--- src/rtl/present_sbox_layer_serializer_pkg.sv ---
// present_pkg: shared widths, FSM encoding and the PRESENT S-box table (rev 1.0)
`default_nettype none

package present_pkg;

  localparam int NIBBLES = 16;
  localparam int STATE_W = 64;
  localparam int NIB_W   = 4;

  typedef enum logic [1:0] {
    IDLE  = 2'd0,
    FEED  = 2'd1,
    DRAIN = 2'd2
  } state_t;

  // Nibble x of this constant holds S(x).
  localparam logic [63:0] SBOX_TABLE = 64'h21748FE3DA09B65C;

  function automatic logic [3:0] sbox(input logic [3:0] x);
    return SBOX_TABLE[{x, 2'b00} +: 4];
  endfunction

endpackage

`default_nettype wire

--- src/rtl/present_nibble_shreg.sv ---
// present_nibble_shreg: load/shift-right-by-nibble register, one instance per share (rev 1.0)
`default_nettype none

module present_nibble_shreg
  import present_pkg::*;
#(
  parameter int WIDTH = STATE_W,
  parameter int NIB   = NIB_W
) (
  input  logic             clk,
  input  logic             rst_n,
  input  logic             load,
  input  logic [WIDTH-1:0] load_data,
  input  logic             shift,
  input  logic [NIB-1:0]   nib_in,
  output logic [WIDTH-1:0] q,
  output logic [NIB-1:0]   nib_out
);

  always_ff @(posedge clk or negedge rst_n) begin
    if (!rst_n) begin
      q <= '0;
    end else if (load) begin
      q <= load_data;
    end else if (shift) begin
      q <= {nib_in, q[WIDTH-1:NIB]};
    end
  end

  assign nib_out = q[NIB-1:0];

endmodule

`default_nettype wire

--- src/rtl/present_sbox_layer_serializer.sv ---
// present_sbox_layer_serializer: nibble-serial driver for a 2-share masked PRESENT S-box (rev 1.0)
`default_nettype none

module present_sbox_layer_serializer
  import present_pkg::*;
#(
  parameter int SBOX_LATENCY = 1,
  parameter int NIBBLES      = 16
) (
  input  logic                clk,
  input  logic                rst_n,
  input  logic                start,
  input  logic [STATE_W-1:0]  state_in0,
  input  logic [STATE_W-1:0]  state_in1,
  output logic                busy,
  output logic                done,
  output logic [STATE_W-1:0]  state_out0,
  output logic [STATE_W-1:0]  state_out1,
  output logic [NIB_W-1:0]    sbox_in0,
  output logic [NIB_W-1:0]    sbox_in1,
  input  logic [NIB_W-1:0]    sbox_out0,
  input  logic [NIB_W-1:0]    sbox_out1
);

  localparam logic [NIB_W-1:0] LAST_NIB = NIB_W'(NIBBLES - 1);

  state_t             state;
  logic [NIB_W-1:0]   feed_cnt;
  logic [NIB_W-1:0]   cap_cnt;
  logic               feed_valid;
  logic               cap_valid;
  logic               last_cap;
  logic               accept;
  logic [NIB_W-1:0]   in_nib0;
  logic [NIB_W-1:0]   in_nib1;
  logic [STATE_W-1:0] out_q0;
  logic [STATE_W-1:0] out_q1;
  logic [STATE_W-1:0] unused_q_in0;
  logic [STATE_W-1:0] unused_q_in1;
  logic [NIB_W-1:0]   unused_nib_out0;
  logic [NIB_W-1:0]   unused_nib_out1;

  assign feed_valid = (state == FEED);
  assign accept     = start && (state == IDLE);
  assign last_cap   = cap_valid && (cap_cnt == LAST_NIB);

  // Share wires stay quiet outside FEED; each share has its own mux.
  assign sbox_in0 = feed_valid ? in_nib0 : '0;
  assign sbox_in1 = feed_valid ? in_nib1 : '0;

  generate
    if (SBOX_LATENCY == 0) begin : g_no_lat
      assign cap_valid = feed_valid;
    end else begin : g_lat
      logic [SBOX_LATENCY-1:0] vpipe;
      always_ff @(posedge clk or negedge rst_n) begin
        if (!rst_n) begin
          vpipe <= '0;
        end else begin
          vpipe[0] <= feed_valid;
          for (int i = 1; i < SBOX_LATENCY; i++) begin
            vpipe[i] <= vpipe[i-1];
          end
        end
      end
      assign cap_valid = vpipe[SBOX_LATENCY-1];
    end
  endgenerate

  present_nibble_shreg u_in0 (
    .clk(clk), .rst_n(rst_n), .load(accept), .load_data(state_in0),
    .shift(feed_valid), .nib_in('0), .q(unused_q_in0), .nib_out(in_nib0)
  );

  present_nibble_shreg u_in1 (
    .clk(clk), .rst_n(rst_n), .load(accept), .load_data(state_in1),
    .shift(feed_valid), .nib_in('0), .q(unused_q_in1), .nib_out(in_nib1)
  );

  present_nibble_shreg u_out0 (
    .clk(clk), .rst_n(rst_n), .load(1'b0), .load_data('0),
    .shift(cap_valid), .nib_in(sbox_out0), .q(out_q0), .nib_out(unused_nib_out0)
  );

  present_nibble_shreg u_out1 (
    .clk(clk), .rst_n(rst_n), .load(1'b0), .load_data('0),
    .shift(cap_valid), .nib_in(sbox_out1), .q(out_q1), .nib_out(unused_nib_out1)
  );

  always_ff @(posedge clk or negedge rst_n) begin
    if (!rst_n) begin
      state      <= IDLE;
      feed_cnt   <= '0;
      cap_cnt    <= '0;
      busy       <= 1'b0;
      done       <= 1'b0;
      state_out0 <= '0;
      state_out1 <= '0;
    end else begin
      done <= last_cap;
      if (cap_valid) begin
        cap_cnt <= cap_cnt + 1'b1;
      end
      // The final nibble is still on sbox_out*, so merge it while copying.
      if (last_cap) begin
        state_out0 <= {sbox_out0, out_q0[STATE_W-1:NIB_W]};
        state_out1 <= {sbox_out1, out_q1[STATE_W-1:NIB_W]};
      end
      case (state)
        IDLE: begin
          if (start) begin
            state    <= FEED;
            busy     <= 1'b1;
            feed_cnt <= '0;
          end
        end
        FEED: begin
          feed_cnt <= feed_cnt + 1'b1;
          if (last_cap) begin
            state <= IDLE;
            busy  <= 1'b0;
          end else if (feed_cnt == LAST_NIB) begin
            state <= DRAIN;
          end
        end
        DRAIN: begin
          if (last_cap) begin
            state <= IDLE;
            busy  <= 1'b0;
          end
        end
        default: begin
          state <= IDLE;
          busy  <= 1'b0;
        end
      endcase
    end
  end

endmodule

`default_nettype wire

--- config.mk ---
export PLATFORM = sky130hd
export DESIGN_NAME = present_sbox_layer_serializer
export DESIGN_NICKNAME = d
export VERILOG_FILES = /design/src/rtl/present_sbox_layer_serializer_pkg.sv /design/src/rtl/present_nibble_shreg.sv /design/src/rtl/present_sbox_layer_serializer.sv
export SDC_FILE = /design/constraint.sdc
export NUM_CORES = 1
export LEC_CHECK = 0
export BUFFER_PORTS_ARGS = -buffer_cell sky130_fd_sc_hd__buf_4
export CORE_ASPECT_RATIO = 1.25
export CORE_MARGIN = 4
export CORE_UTILIZATION = 30
export DETAILED_ROUTE_END_ITERATION = 16
export PLACE_DENSITY = 0.49
export RECOVER_POWER = 100
export REMOVE_ABC_BUFFERS = 1
export SYNTH_ARGS = -nofsm -noshare
export SYNTH_HDL_FRONTEND = slang
export SYNTH_SLANG_ARGS = --single-unit
--- constraint.sdc ---
create_clock -name clk -period 1.9 [get_ports clk]
set_clock_uncertainty 0.1 [all_clocks]
set_input_delay 0.095 -clock clk [delete_from_list [all_inputs] [get_ports clk]]
set_output_delay 0.095 -clock clk [all_outputs]
set_load 0.05 [all_outputs]
==> results.json, run 1 <==
{
  "max_freq_mhz": 505,
  "synth_cells": 1417,
  "dpl.hpwl_mm": 25.6,
  "finalNonFillerCells": 2544,
  "critPathArrivalTime_ns": 1.78,
  "vias": 11300,
  "avgSynthCellArea_um2": 11.1,
  "grt_max_degree": 94,
  "finalWeightedCongestion": 0.730,
  "root_buffer": "clkbuf_16",
  "avgViaCountPerCell": 4.46,
  "insertion_delay_ns": 0.56,
  "path_cells": "inv_2, ha_4, buf_16, and2_4, buf_8",
  "holdPathStages": 4,
  "htree_levels": 2,
  "synthFlopType": "dfrtp_1",
  "cp-end-kind": "output port",
  "clkSinkCount": 389,
  "yosys.area.top_type": "dfrtp_1",
  "ys_types": 32,
  "post-synth-top-count-cell": "nand2_1",
  "max_cap_viol_count": 0,
  "design.core.area_um2": 51800,
  "finalSetupTns_ns": -0.454,
  "r2r-start": "cap_valid",
  "rsz0062_at_grt": "true",
  "place_ws_ns": 0.0135,
  "nNetsFinal": 1992,
  "cts_inserted_buffers": 43,
  "die_area_um2": 56300,
  "syn_area_um2": 15800,
  "peakVddDrop_mv": 1.11,
  "cts_tree": "yes",
  "synth_area_leaders": "dfrtp_1, nand2_1, mux2_2",
  "multiInputGateArea_um2": 5590,
  "track_usage_pct": 14.3,
  "r2r_setup_slack_ns": 0.08,
  "hp-start": "sbox_out1[2]",
  "violations": "setup timing",
  "fin_util_pct": 42.2,
  "post-route-min-period_ns": 1.98,
  "worst_path_max_delay_cell": "dfrtp_1",
  "path_class": "reg -> out",
  "async_flop_share_pct": 100,
  "path_max_fanout": 7,
  "fin_crit_sh_pct": 104,
  "io-pin-count": 277,
  "tightest_slew_ns": 1.11,
  "area_delta_synth_final_pct": 38.7,
  "run_status": "finished, violations left",
  "grt_pass1_wl_mm": 65.9,
  "initialDrtViolationCount": 545,
  "worstSetupStartpointType": "register",
  "netlist_top_cells_count": "nand2_1, dfrtp_1, mux2_2",
  "drc_errors": 0,
  "fill_cells": 4948,
  "std_cell_rows": 93,
  "reg2regPathDepth": 2,
  "wl_mm": 41.3,
  "leakagePower_nw": 10.4,
  "hold_ws_ns": 0.184,
  "port_buffers": 276,
  "start_util_pct": 30.4,
  "grt_overflow": 0,
  "cp.required_ns": 1.70,
  "ys_warn_count": 0,
  "wl_per_cell_um": 16.2,
  "drive_above_1_share_pct": 28.4,
  "seqCellArea_um2": 9740,
  "dp.cells": 2310,
  "hold_class": "in -> reg",
  "synth_edf_count": 0,
  "cpPeakStageDelay_ns": 0.39,
  "ys_seq_elements": 389,
  "clk_path_buf_depth": 3,
  "antenna_found_initial": 0,
  "ant_nets": 0,
  "finalSetupViolations": 8,
  "timing.final.ws_setup_ns": -0.0788,
  "dr.pass1.iters": 4,
  "path_clk_slew_ns": 0.06,
  "finalHoldViolCount": 0,
  "antenna_cells": 0,
  "yosysSeqAreaShare_pct": 61.8,
  "reg2reg_to": "u_out1.q[6]",
  "grt_pass1_vias": 12100,
  "min_to": "state_out1[62]",
  "die_height_um": 264,
  "maxSlewViolCount": 0,
  "synth_top_area_share_pct": 61.8,
  "die_w_um": 213,
  "power_density_nw_per_um2": 1920,
  "max_slew_margin_pct": 26.1
}
==> worst max-delay path, delay by kind of cell (launching register included) <==
family,cells,cell delay (ns)
adders and majority gates,1,0.29
buffers and inverters,3,0.39
DFF,1,0.39
and+or+nand+nor,1,0.15
==> worst max path at each step <==
stage	start	end	slack, ns	depth (start not counted)
after floorplan	cap_valid	state_out0[0]	-4.51	4
after detailed placement	cap_cnt[0]	state_out0[61]	0.01	6
after CTS	state[1]	sbox_in0[0]	-0.11	5
final	state[1]	sbox_in0[0]	-0.08	5
after global routing	state[1]	sbox_in0[0]	-0.17	5
after global placement	cap_cnt[0]	state_out0[61]	0.04	6
==> layout make-up <==
| cell class | count | share of cell area, % |
|---|---|---|
| clock inverter | 13 | 0.939 |
| clock buffer | 64 | 5.93 |
| sequential | 389 | 44.5 |
| inverter | 3 | 0.0744 |
| multi-input combinational | 940 | 25.6 |
| tap | 665 | 3.81 |
| timing repair buffer | 470 | 19.1 |
==> routing by layer <==
| metal | track usage [%] | vias to the layer above | routed length [µm] |
|---|---|---|---|
| met5 | 0 | - | 0 |
| met4 | 3.59 | 0 | 818 |
| met3 | 4.30 | 53 | 2780 |
| met2 | 23.1 | 257 | 19000 |
| met1 | 18.8 | 5513 | 18600 |
| li1 | - | 5521 | - |
==> repair_timing <==
| item | CTS | global route |
|---|---|---|
| endpoints found under the setup margin | 9 | 136 |
| gates cloned | 3 | 1 |
| hold buffers | 139 | 0 |
| setup buffers | 13 | 2 |
| hold endpoints to repair | 540 | 0 |
| gates resized for setup | 35 | 7 |
| pin swaps | 1 | 2 |
==> registers in the layout, indices dropped and copies added, names as in the netlist <==
name / count
busy: 1
u_out1.q: 60
state: 2
cap_cnt: 4
state_out0: 64
u_in1.q: 64
u_in0.q: 64
cap_valid: 1
u_out0.q: 60
done: 1
feed_cnt: 4
state_out1: 64
==> cell usage in the layout (no fill, tap or decap), drive strengths merged, types with 2 or more instances in the layout <==
| cell | synthesis | routed |
|---|---|---|
| a21oi | 5 | 5 |
| and2 | 9 | 10 |
| buf | 69 | 313 |
| bufbuf | 0 | 3 |
| bufinv | 0 | 5 |
| clkbuf | 17 | 79 |
| clkinv | 0 | 7 |
| dfrtp | 389 | 389 |
| dlygate4sd3 | 0 | 138 |
| ha | 6 | 6 |
| inv | 3 | 4 |
| mux2 | 122 | 122 |
| mux2i | 120 | 120 |
| nand2 | 517 | 517 |
| nand2b | 9 | 9 |
| nand3 | 2 | 2 |
| nand4 | 3 | 3 |
| nor2 | 3 | 3 |
| o21ai | 132 | 132 |
| xnor2 | 2 | 2 |
==> power by group <==
part | switching, mW | internal (mW) | leakage (nW)
sequential | 2.65 | 12.5 | 4.66
combinational | 10.7 | 7.38 | 5.00
clock | 3.38 | 5.39 | 0.743
==> metrics by stage <==
| stage | power (mW) | cell area, µm² |
|---|---|---|
| 2_1_floorplan | 25.3 | 15300 |
| 3_3_place_gp | 32.3 | 18700 |
| 3_5_place_dp | 32.7 | 18700 |
| 4_1_cts | 42.8 | 21900 |
| 5_1_grt | 44.8 | 21900 |
| 6_report | 42.1 | 21900 |
==> cell families (layout without fill, tap and decap cells) <==
| kind of cell | Yosys count | in the layout | share of synthesized area [%] |
|---|---|---|---|
| AO/OA/AOI/OAI | 141 | 141 | 4.60 |
| XOR/XNOR | 3 | 3 | 0.167 |
| adder cells (fa/ha/maj) | 6 | 6 | 0.476 |
| buffers and inverters | 89 | 550 | 3.10 |
| flip-flops | 389 | 389 | 61.8 |
| multiplexers | 242 | 242 | 16.3 |
| AND/OR/NAND/NOR | 547 | 548 | 13.6 |
(Power assumes the default switching activity.)
==> run 2: changes to the inputs <==
Settings changed: CORE_UTILIZATION 30 to 42, PLACE_DENSITY 0.49 to 0.64.
==> run 2 against run 1 <==
Highest routed layer unchanged; die area down 28%; critical path type unchanged; register-to-register slack better by 0.02 ns; the run now ends clean; power down 4.3%; largest power group unchanged; sequential share of layout area up 1.6 points.
==> results.json, run 2 (synthesis gave the netlist of run 1 again) <==
{
  "run_status": "finished clean",
  "clk_path_buf_depth": 3,
  "ant_nets": 0,
  "finalNonFillerCells": 2369,
  "io-pin-count": 277,
  "grt_pass1_vias": 12100,
  "drc_errors": 0,
  "power_density_nw_per_um2": 1910,
  "initialDrtViolationCount": 589,
  "max_freq_mhz": 530,
  "die_w_um": 181,
  "grt_overflow": 0,
  "post-route-min-period_ns": 1.89,
  "leakagePower_nw": 9.90,
  "die_area_um2": 40700,
  "cts_tree": "yes",
  "maxSlewViolCount": 0,
  "clkSinkCount": 389,
  "path_class": "reg -> out",
  "root_buffer": "clkbuf_16",
  "drive_above_1_share_pct": 22.1,
  "finalSetupTns_ns": 0,
  "final_common_cell": "nand2_1",
  "htree_levels": 2,
  "p_switching_mw": 16.7,
  "hold_class": "in -> reg",
  "finalHoldViolCount": 0,
  "cts_inserted_buffers": 40,
  "finalSetupViolations": 0,
  "dr.pass1.iters": 5,
  "design.core.area_um2": 37200,
  "die_height_um": 225,
  "finalWeightedCongestion": 0.757,
  "seqPwrFrac_pct": 37.7,
  "grt_max_degree": 70,
  "pwr-share-comb_pct": 42.2,
  "max_cap_viol_count": 0,
  "fin_util_pct": 56.8,
  "switching_share_pct": 41.4,
  "dpl.hpwl_mm": 24.0,
  "track_usage_pct": 18.7,
  "avgViaCountPerCell": 4.87,
  "port_buffers": 276,
  "area_delta_synth_final_pct": 33.9,
  "layout_common_cells": "nand2_1, dfrtp_1, buf_4, dlygate4sd3_1, clkbuf_1",
  "grt_pass1_wl_mm": 63.5,
  "vias": 11500,
  "power_frac_clock_pct": 20.1,
  "worstSetupStartpointType": "register",
  "p_int_mw": 23.6,
  "start_util_pct": 42.4,
  "antenna_found_initial": 0,
  "nNetsFinal": 1999,
  "rsz0062_at_grt": "true",
  "peakVddDrop_mv": 1.20,
  "insertion_delay_ns": 0.54,
  "dp.cells": 2137,
  "fin_crit_sh_pct": 99.3,
  "tightest_slew_ns": 0.808,
  "wl_mm": 38.4,
  "path_clk_slew_ns": 0.06,
  "cp-end-kind": "output port",
  "path_max_fanout": 5,
  "cp.required_ns": 1.70,
  "wl_per_cell_um": 16.2,
  "antenna_cells": 0,
  "critPathArrivalTime_ns": 1.69,
  "fill_cells": 3137,
  "std_cell_rows": 79,
  "max_slew_margin_pct": 46.1
}
[run 2: changes by cell type in the layout (fill, tap and decap cells not counted), sizes merged]
| cell | change |
|---|---|
| clkinvlp | +2 |
| inv | +1 |
| and2 | -1 |
| bufinv | -1 |
| buf | -113 |
| dlymetal6s2s | -1 |
| bufbuf | -1 |
| dlygate4sd3 | +1 |
| clkbuf | +117 |
[run 2: metal layers]
layer  GRT usage (%)  share of wire, %
met1            24.6                43
met2            30.3                47
met3            6.32               8.4
met4            4.14               1.8
met5               0                 0
[run 2: power by group through the flow]
stage                     sequential (mW)  combinational [mW]  clock, mW
after floorplan                      19.5                5.85          0
after global placement               15.2                17.1          0
after detailed placement             15.3                17.5          0
after CTS                            15.2                18.3       8.31
after global routing                 15.7                18.4       8.68
final                                15.2                17.0       8.07
[run 2: stage by stage]
step / total power, mW / cell area [µm²] / hold WS, ns / worst slack (ns)
final: 40.2 / 21100 / 0.195 / 0.0140
after detailed placement: 32.8 / 18600 / -0.0437 / 0.105
after floorplan: 25.3 / 15300 / -0.301 / -4.51
after CTS: 41.9 / 21600 / 0.169 / -0.0123
after global placement: 32.3 / 18600 / -0.0403 / 0.179
after global routing: 42.9 / 21100 / 0.205 / -0.0562
[run 2: critical path, stage by stage, from the launching register on]
cell,delay (ns)
dfrtp_1,0.39
inv_2,0.09
ha_4,0.17
buf_12,0.13
buf_12,0.10
and2_4,0.13
buf_8,0.14
[run 2: worst paths after layout]
| kind | end | start | cells past startpoint | slack, ns |
|---|---|---|---|---|
| max in group asynchronous | cap_valid | rst_n | 4 | 0.13 |
| min reg2reg | state_out0[1] | u_out0.q[5] | 2 | 0.37 |
| min | state_out1[63] | sbox_out1[3] | 4 | 0.19 |
| min in group asynchronous | u_in0.q[2] | rst_n | 3 | 0.70 |
| max reg2reg | u_in0.q[19] | state[1] | 6 | 0.10 |
| max | sbox_in0[0] | state[1] | 6 | 0.01 |
[run 2: repair_timing]
action	in CTS	in global routing
setup buffers	17	2
gates cloned	2	1
hold buffers	139	0
endpoints found under the hold margin	540	0
pin swaps	1	1
setup endpoints to repair	8	25
resized for setup	20	10
[run 2: final cells by class]
type	instances	area, µm²	area share, %
Inverter	3	16.3	0.0771
Timing Repair Buffer	481	3800	18.0
Clock inverter	15	199	0.943
Multi-Input combinational cell	939	5570	26.4
Tap cell	486	608	2.88
Sequential cell	389	9740	46.2
Clock buffer	56	1160	5.50
